==> config.mk <==
export PLATFORM = sky130hd
export DESIGN_NAME = rx_oversampled_frontend_flat
export DESIGN_NICKNAME = d
export VERILOG_FILES = /design/src/rtl/rx_oversampled_frontend_if.sv /design/src/rtl/rx_oversampled_frontend.sv /design/src/flat_wrapper.sv
export SDC_FILE = /design/constraint.sdc
export NUM_CORES = 1
export LEC_CHECK = 0
export BUFFER_PORTS_ARGS = -buffer_cell sky130_fd_sc_hd__buf_2
export CAP_MARGIN = 5
export CELL_PAD_IN_SITES_DETAIL_PLACEMENT = 2
export CELL_PAD_IN_SITES_GLOBAL_PLACEMENT = 2
export CORE_MARGIN = 4
export CORE_UTILIZATION = 41
export CTS_BUF_LIST = sky130_fd_sc_hd__clkbuf_8
export CTS_CLUSTER_SIZE = 20
export DETAILED_ROUTE_END_ITERATION = 10
export PLACE_DENSITY = 0.95
export SYNTH_ARGS = -nofsm -noshare
export SYNTH_HDL_FRONTEND = slang
export SYNTH_SLANG_ARGS = --single-unit
export TNS_END_PERCENT = 30
==> constraint.sdc <==
create_clock -name clk_i -period 4.2 [get_ports clk_i]
set_input_delay 0.21 -clock clk_i [delete_from_list [all_inputs] [get_ports clk_i]]
set_output_delay 0.21 -clock clk_i [all_outputs]
set_load 0.05 [all_outputs]
==> src/rtl/rx_oversampled_frontend_if.sv <==
// Result bus from the UART receive front end to the RX FIFO / register block.
// The front end drives it through the master modport; consumers use slave.
interface rx_oversampled_frontend_if #(
   parameter int MAX_DATA_BITS = 9
);
   logic [MAX_DATA_BITS-1:0] data_o;
   logic                     parity_err_o;
   logic                     frame_err_o;
   logic                     break_o;
   logic                     valid_o;
   logic                     busy_o;

   modport master (
      output data_o, parity_err_o, frame_err_o, break_o, valid_o, busy_o
   );

   modport slave (
      input  data_o, parity_err_o, frame_err_o, break_o, valid_o, busy_o
   );
endinterface

==> src/rtl/rx_oversampled_frontend.sv <==
// UART receive front end: synchroniser, start validation, 5..MAX_DATA_BITS deserialiser,
// parity / framing / break detection. Optional 3-sample vote: define RX_MAJORITY_VOTE_EN.
module rx_oversampled_frontend #(
   parameter int SYNC_STAGES   = 3,
   parameter int MAX_DATA_BITS = 9,
   parameter int CLK_DIV_WIDTH = 16
) (
   input  logic                     clk_i,
   input  logic                     rst_ni,
   input  logic [CLK_DIV_WIDTH-1:0] cr_clk_div_i,
   input  logic [3:0]               cr_dbits_i,
   input  logic [1:0]               cr_p_i,
   input  logic                     cr_s_i,
   input  logic                     uart_rx_i,
   rx_oversampled_frontend_if.master res
);

   localparam logic [2:0] ST_IDLE      = 3'd0;
   localparam logic [2:0] ST_START     = 3'd1;
   localparam logic [2:0] ST_DATA      = 3'd2;
   localparam logic [2:0] ST_PARITY    = 3'd3;
   localparam logic [2:0] ST_STOP      = 3'd4;
   localparam logic [2:0] ST_WAIT_HIGH = 3'd5;

   logic [SYNC_STAGES-1:0]   sync_q;
   logic                     rx_s;
   logic                     smp;
   logic [2:0]               state_q;
   logic [CLK_DIV_WIDTH-1:0] div_in, div_q, baud_q;
   logic [3:0]               dbits_in, dbits_q, bit_q;
   logic [1:0]               par_q;
   logic                     stop2_q;
   logic [MAX_DATA_BITS-1:0] shreg_q, data_q;
   logic                     acc_q, any_one_q, stop_err_q;
   logic                     parity_err_q, frame_err_q, break_q, valid_q;
   logic                     tick;

   // NOTE: every sequential block uses non-blocking assignments so all flops update together.
   always_ff @(posedge clk_i or negedge rst_ni) begin
      if (!rst_ni) sync_q <= '1;
      else         sync_q <= {sync_q[SYNC_STAGES-2:0], uart_rx_i};
   end
   assign rx_s = sync_q[SYNC_STAGES-1];

`ifdef RX_MAJORITY_VOTE_EN
   // The stage ahead of rx_s already holds next cycle's rx_s, so the vote adds no latency.
   logic rx_prev_q;
   logic rx_next;
   assign rx_next = sync_q[SYNC_STAGES-2];
   always_ff @(posedge clk_i or negedge rst_ni) begin
      if (!rst_ni) rx_prev_q <= 1'b1;
      else         rx_prev_q <= rx_s;
   end
   assign smp = (rx_prev_q & rx_s) | (rx_s & rx_next) | (rx_prev_q & rx_next);
`else
   assign smp = rx_s;
`endif

   assign div_in   = (cr_clk_div_i < CLK_DIV_WIDTH'(4)) ? CLK_DIV_WIDTH'(4) : cr_clk_div_i;
   assign dbits_in = (cr_dbits_i < 4'd5)                ? 4'd5 :
                     (cr_dbits_i > 4'(MAX_DATA_BITS))   ? 4'(MAX_DATA_BITS) : cr_dbits_i;
   assign tick     = (baud_q == '0);

   always_ff @(posedge clk_i or negedge rst_ni) begin
      if (!rst_ni) begin
         state_q      <= ST_IDLE;
         div_q        <= '0;
         dbits_q      <= '0;
         par_q        <= '0;
         stop2_q      <= 1'b0;
         baud_q       <= '0;
         bit_q        <= '0;
         shreg_q      <= '0;
         acc_q        <= 1'b0;
         any_one_q    <= 1'b0;
         stop_err_q   <= 1'b0;
         data_q       <= '0;
         parity_err_q <= 1'b0;
         frame_err_q  <= 1'b0;
         break_q      <= 1'b0;
         valid_q      <= 1'b0;
      end else begin
         valid_q <= 1'b0;
         case (state_q)
            ST_IDLE: if (!rx_s) begin
               state_q <= ST_START;
               div_q   <= div_in;
               dbits_q <= dbits_in;
               par_q   <= cr_p_i;
               stop2_q <= cr_s_i;
               baud_q  <= (div_in >> 1) - 1'b1;
            end
            ST_START: begin
               if (!tick) baud_q <= baud_q - 1'b1;
               else if (smp) state_q <= ST_IDLE;
               else begin
                  state_q    <= ST_DATA;
                  baud_q     <= div_q - 1'b1;
                  bit_q      <= '0;
                  shreg_q    <= '0;
                  acc_q      <= (par_q == 2'b01);
                  any_one_q  <= 1'b0;
                  stop_err_q <= 1'b0;
               end
            end
            ST_DATA: begin
               if (!tick) baud_q <= baud_q - 1'b1;
               else begin
                  baud_q         <= div_q - 1'b1;
                  shreg_q[bit_q] <= smp;
                  acc_q          <= acc_q ^ smp;
                  any_one_q      <= any_one_q | smp;
                  if (bit_q == dbits_q - 4'd1) begin
                     bit_q   <= '0;
                     state_q <= (par_q != 2'b00) ? ST_PARITY : ST_STOP;
                  end else begin
                     bit_q <= bit_q + 4'd1;
                  end
               end
            end
            ST_PARITY: begin
               if (!tick) baud_q <= baud_q - 1'b1;
               else begin
                  baud_q    <= div_q - 1'b1;
                  acc_q     <= acc_q ^ smp;
                  any_one_q <= any_one_q | smp;
                  state_q   <= ST_STOP;
               end
            end
            ST_STOP: begin
               if (!tick) baud_q <= baud_q - 1'b1;
               else begin
                  baud_q <= div_q - 1'b1;
                  if (bit_q == {3'b000, stop2_q}) begin
                     valid_q      <= 1'b1;
                     data_q       <= shreg_q;
                     parity_err_q <= (par_q != 2'b00) & acc_q;
                     frame_err_q  <= stop_err_q | ~smp;
                     break_q      <= ~(any_one_q | smp);
                     // A low final stop means the line may be held in break; wait for it to rise.
                     state_q      <= smp ? ST_IDLE : ST_WAIT_HIGH;
                  end else begin
                     stop_err_q <= stop_err_q | ~smp;
                     any_one_q  <= any_one_q | smp;
                     bit_q      <= bit_q + 4'd1;
                  end
               end
            end
            ST_WAIT_HIGH: if (rx_s) state_q <= ST_IDLE;
            default: state_q <= ST_IDLE;
         endcase
      end
   end

   assign res.data_o       = data_q;
   assign res.parity_err_o = parity_err_q;
   assign res.frame_err_o  = frame_err_q;
   assign res.break_o      = break_q;
   assign res.valid_o      = valid_q;
   assign res.busy_o       = (state_q != ST_IDLE);

endmodule

==> src/flat_wrapper.sv <==
// flat-port wrapper written by rule: the top's interface ports become plain ports
module rx_oversampled_frontend_flat 
#(
   parameter int SYNC_STAGES   = 3,
   parameter int MAX_DATA_BITS = 9,
   parameter int CLK_DIV_WIDTH = 16
)
  (clk_i, rst_ni, cr_clk_div_i, cr_dbits_i, cr_p_i, cr_s_i, uart_rx_i, res_data_o, res_parity_err_o, res_frame_err_o, res_break_o, res_valid_o, res_busy_o);
  rx_oversampled_frontend_if #(.MAX_DATA_BITS(MAX_DATA_BITS)) res_i ();
  input  logic clk_i;
  input  logic rst_ni;
  input  logic [CLK_DIV_WIDTH-1:0] cr_clk_div_i;
  input  logic [3:0] cr_dbits_i;
  input  logic [1:0] cr_p_i;
  input  logic cr_s_i;
  input  logic uart_rx_i;
  output wire logic [$bits(res_i.data_o)-1:0] res_data_o;
  output wire logic [$bits(res_i.parity_err_o)-1:0] res_parity_err_o;
  output wire logic [$bits(res_i.frame_err_o)-1:0] res_frame_err_o;
  output wire logic [$bits(res_i.break_o)-1:0] res_break_o;
  output wire logic [$bits(res_i.valid_o)-1:0] res_valid_o;
  output wire logic [$bits(res_i.busy_o)-1:0] res_busy_o;
  assign res_data_o = res_i.data_o;
  assign res_parity_err_o = res_i.parity_err_o;
  assign res_frame_err_o = res_i.frame_err_o;
  assign res_break_o = res_i.break_o;
  assign res_valid_o = res_i.valid_o;
  assign res_busy_o = res_i.busy_o;
  rx_oversampled_frontend #(.SYNC_STAGES(SYNC_STAGES), .MAX_DATA_BITS(MAX_DATA_BITS), .CLK_DIV_WIDTH(CLK_DIV_WIDTH)) u_core (.clk_i(clk_i), .rst_ni(rst_ni), .cr_clk_div_i(cr_clk_div_i), .cr_dbits_i(cr_dbits_i), .cr_p_i(cr_p_i), .cr_s_i(cr_s_i), .uart_rx_i(uart_rx_i), .res(res_i));
endmodule
==> flow_metrics.py <==
metrics = {
    "power_and_ir_drop": {
        "ir_worst_vdd_uv": 282,
        "clock_power_share_pct": 19.8,
        "p_switching_uw": 1600,
        "power.internal_uw": 1830,
        "leakagePower_uw": 0.00203,
        "combPwrFrac_pct": 45.0,
        "p_seq_share_pct": 35.2,
        "p_per_area_mw_per_mm2": 745,
        "p_sw_share_pct": 46.6,
    },
    "cts": {
        "cts_repair_resize_count": 0,
        "cts.clk_slew.worst_paths_ns": 0.08,
        "post-cts-setup-buffers": 0,
        "h-tree-depth": 3,
        "numCtsBuffers": 9,
        "clockBufferDepth": 2,
        "clock_latency_ns": 0.39,
        "cts_hold_buffers": 1,
        "root_buffer": "clkbuf_8",
        "clock_sinks": 74,
        "cts_tree": "built",
    },
    "cells_and_area": {
        "final_core_util_pct": 47.3,
        "multi_input_area_mm2": 0.00204,
        "regArea_mm2": 0.00186,
        "n_fill_cell": 1097,
        "area_growth_syn_to_layout_pct": 12.5,
        "antenna_cells": 0,
        "drive_above_1_share_pct": 17.5,
        "nNetsFinal": 529,
        "layout_common_cells": "nand2_1, dfrtp_1, o21ai_0, buf_2, nor2_1",
        "layout_commonest_cell": "nand2_1",
    },
    "synth": {
        "ys.flop_type": "dfrtp_1",
        "yosys_warnings": 0,
        "ys_async_sr_fraction_pct": 100,
        "muxShareOfSynthArea_pct": 2.72,
        "synth-simple-area-share_pct": 22.1,
        "yosys_register_bits": 74,
        "synthXorXnorAreaFrac_pct": 2.78,
        "synthesis.nets": 501,
        "ys_types": 61,
        "synthAdderAreaFrac_pct": 1.84,
        "synth_compound_gate_area_share_pct": 20.3,
        "synth_area_per_cell_um2": 8.72,
        "synth_top_family_by_area": "simple AND/OR/NAND/NOR gates",
        "synthCells": 469,
        "synth_edf_count": 0,
        "synth_area_mm2": 0.00409,
        "yosysSeqAreaShare_pct": 45.4,
    },
    "routing": {
        "route.detailed.drc": 0,
        "drt-pass1-iter-count": 4,
        "viasPerCell": 5.97,
        "drt_wl_total_um": 14200,
        "vias": 3794,
        "first_iter_violations": 203,
        "postRouteAntennaNets": 0,
        "wl_per_cell_um": 22.4,
    },
    "timing": {
        "fin_crit_ns": 3.67,
        "fin_skew_ns": 0.0139,
        "rsz0062_at_grt": "no",
        "fin_hold_ws_ns": -0.0210,
        "maxSlewHeadroom_pct": 35.2,
        "hold_violations": 23,
        "fin_setup_tns_ns": 0,
        "tightest_slew_ns": 0.972,
        "fmax_mhz": 273,
        "min_period_over_period_pct": 87.3,
        "slew_viol_final": 0,
        "finalSetupViolCount": 0,
    },
    "place": {
        "portBuffers": 39,
        "gp_congestion": 0.877,
        "dp_hpwl_um": 9870,
    },
    "run": {
        "max_cap_violations": 0,
    },
    "global_route": {
        "grt_pass1_vias": 4151,
        "track_usage_pct": 26.6,
        "grt_first_pass_wirelength_um": 23400,
        "antenna_found_initial": 0,
        "grt_overflow": 0,
        "grt_max_degree": 75,
    },
    "setup_path": {
        "endpoint_kind": "flip-flop",
        "cp.arrival_ns": 3.96,
        "crit_type": "flip-flop to flip-flop",
        "critPathLaunchType": "flip-flop",
        "worstPathRequired_ns": 4.49,
        "worst-path-max-fanout": 22,
    },
    "floorplanning": {
        "core-area_mm2": 0.00973,
        "dieArea_mm2": 0.0116,
        "fp-row-count": 36,
        "die_w_um": 108,
        "die_h_um": 108,
        "io_pins": 40,
        "start_util_pct": 42.0,
    },
    "hold_path": {
        "hp-class": "input port to async pin",
    },
    "run_status": {
        "violations": "hold timing",
        "status": "finished with violations",
    },
}
-- synth_stat cells (5+ instances only) --
| cell type | count | area, um2 |
|---|---|---|
| o21ai_0 | 43 | 215 |
| clkbuf_1 | 19 | 71.3 |
| o211ai_1 | 5 | 37.5 |
| a31oi_1 | 8 | 50.1 |
| nor4_1 | 10 | 62.6 |
| nand3_1 | 16 | 80.1 |
| nand2_1 | 81 | 304 |
| o31ai_1 | 7 | 52.6 |
| dfrtp_1 | 71 | 1780 |
| inv_1 | 16 | 60.1 |
| nor2_1 | 35 | 131 |
| a211oi_1 | 5 | 37.5 |
| a21oi_1 | 29 | 145 |
| xnor2_1 | 12 | 105 |
| mux2_2 | 9 | 101 |
| o21ai_1 | 11 | 55.1 |
| ha_1 | 6 | 75.1 |
| nand4_1 | 11 | 68.8 |
| nor3_1 | 8 | 40.0 |
-- cell type report --
| type | instances | area share, % |
|---|---|---|
| multi-input combinational | 351 | 44.4 |
| sequential | 74 | 40.4 |
| timing repair buffer | 44 | 5.17 |
| tap | 133 | 3.62 |
| clock buffer | 9 | 2.69 |
| clock inverter | 7 | 2.37 |
| inverter | 17 | 1.39 |
-- final timing paths --
kind,start,to,slack [ns],cells past startpoint
worst max-delay path,u_core.state_q[0]$_DFFE_PN0P_,u_core.baud_q[15]$_DFFE_PN0P_,0.53,7
worst min-delay path,rst_ni,u_core.res.data_o[6]$_DFFE_PN0P_,-0.02,1
worst max register to register,u_core.state_q[0]$_DFFE_PN0P_,u_core.baud_q[15]$_DFFE_PN0P_,0.53,7
worst min register to register,u_core.sync_q[1]$_DFF_PN1_,u_core.sync_q[2]$_DFF_PN1_,0.36,0
max in group asynchronous,rst_ni,u_core.div_q[15]$_DFFE_PN0P_,3.60,1
min in group clk_i,cr_p_i[0],u_core.par_q[0]$_DFFE_PN0P_,0.03,3
-- registers in the layout (all words and copies together), names as in the netlist, 3 cells and up --
name               count
u_core.shreg_q         9
u_core.bit_q           4
u_core.res.data_o      9
u_core.sync_q          3
u_core.state_q         3
u_core.div_q          16
u_core.baud_q         16
u_core.dbits_q         4
-- power by group through the flow --
stage                     Clock [uW]  Sequential (uW)  Combinational (uW)
after global routing             728             1230                1710
final                            678             1210                1540
after global placement             0             1180                1350
after floorplan                    0             1050                1200
after CTS                        687             1200                1540
after detailed placement           0             1200                1480
-- cells by family after synthesis --
group | count (synthesis)
AOI/OAI and AO/OA | 133
xor gates and xnor gates | 13
adders and majority gates | 6
buffers and inverters | 44
DFF | 74
muxes | 10
and+or+nand+nor | 189
-- critical path: stages (launching register included) --
cell and delay (ns):
dfrtp_1 0.68, o21ai_2 0.61, nand2_2 0.41, a211oi_1 0.56, nor2_1 0.15, or3_1 0.42, or4_1 0.52, a31oi_1 0.21
-- per-stage QoR --
| step | worst slack (ns) | power, uW | std cells | hold slack, ns | cell area, um2 |
|---|---|---|---|---|---|
| after floorplan | 1.76 | 2260 | 469 | -0.0856 | 4090 |
| after CTS | 0.542 | 3430 | 635 | 0.0181 | 4600 |
| after global routing | 0.331 | 3670 | 635 | 0.0598 | 4600 |
| after detailed placement | 0.772 | 2680 | 618 | 0.316 | 4360 |
| after global placement | 1.02 | 2530 | 618 | 0.316 | 4360 |
| final | 0.534 | 3430 | 635 | -0.0210 | 4600 |
-- routing by layer --
metal	wire [um]	part of all wire [%]	up-vias	global-route usage, %
li1	-	-	1717	-
met1	6250	44	1956	34.6
met2	7040	49	100	44.3
met3	708	5.0	21	6.48
met4	238	1.7	0	6.85
met5	0	0	-	0
No activity file was read; power rests on OpenSTA's default activity.
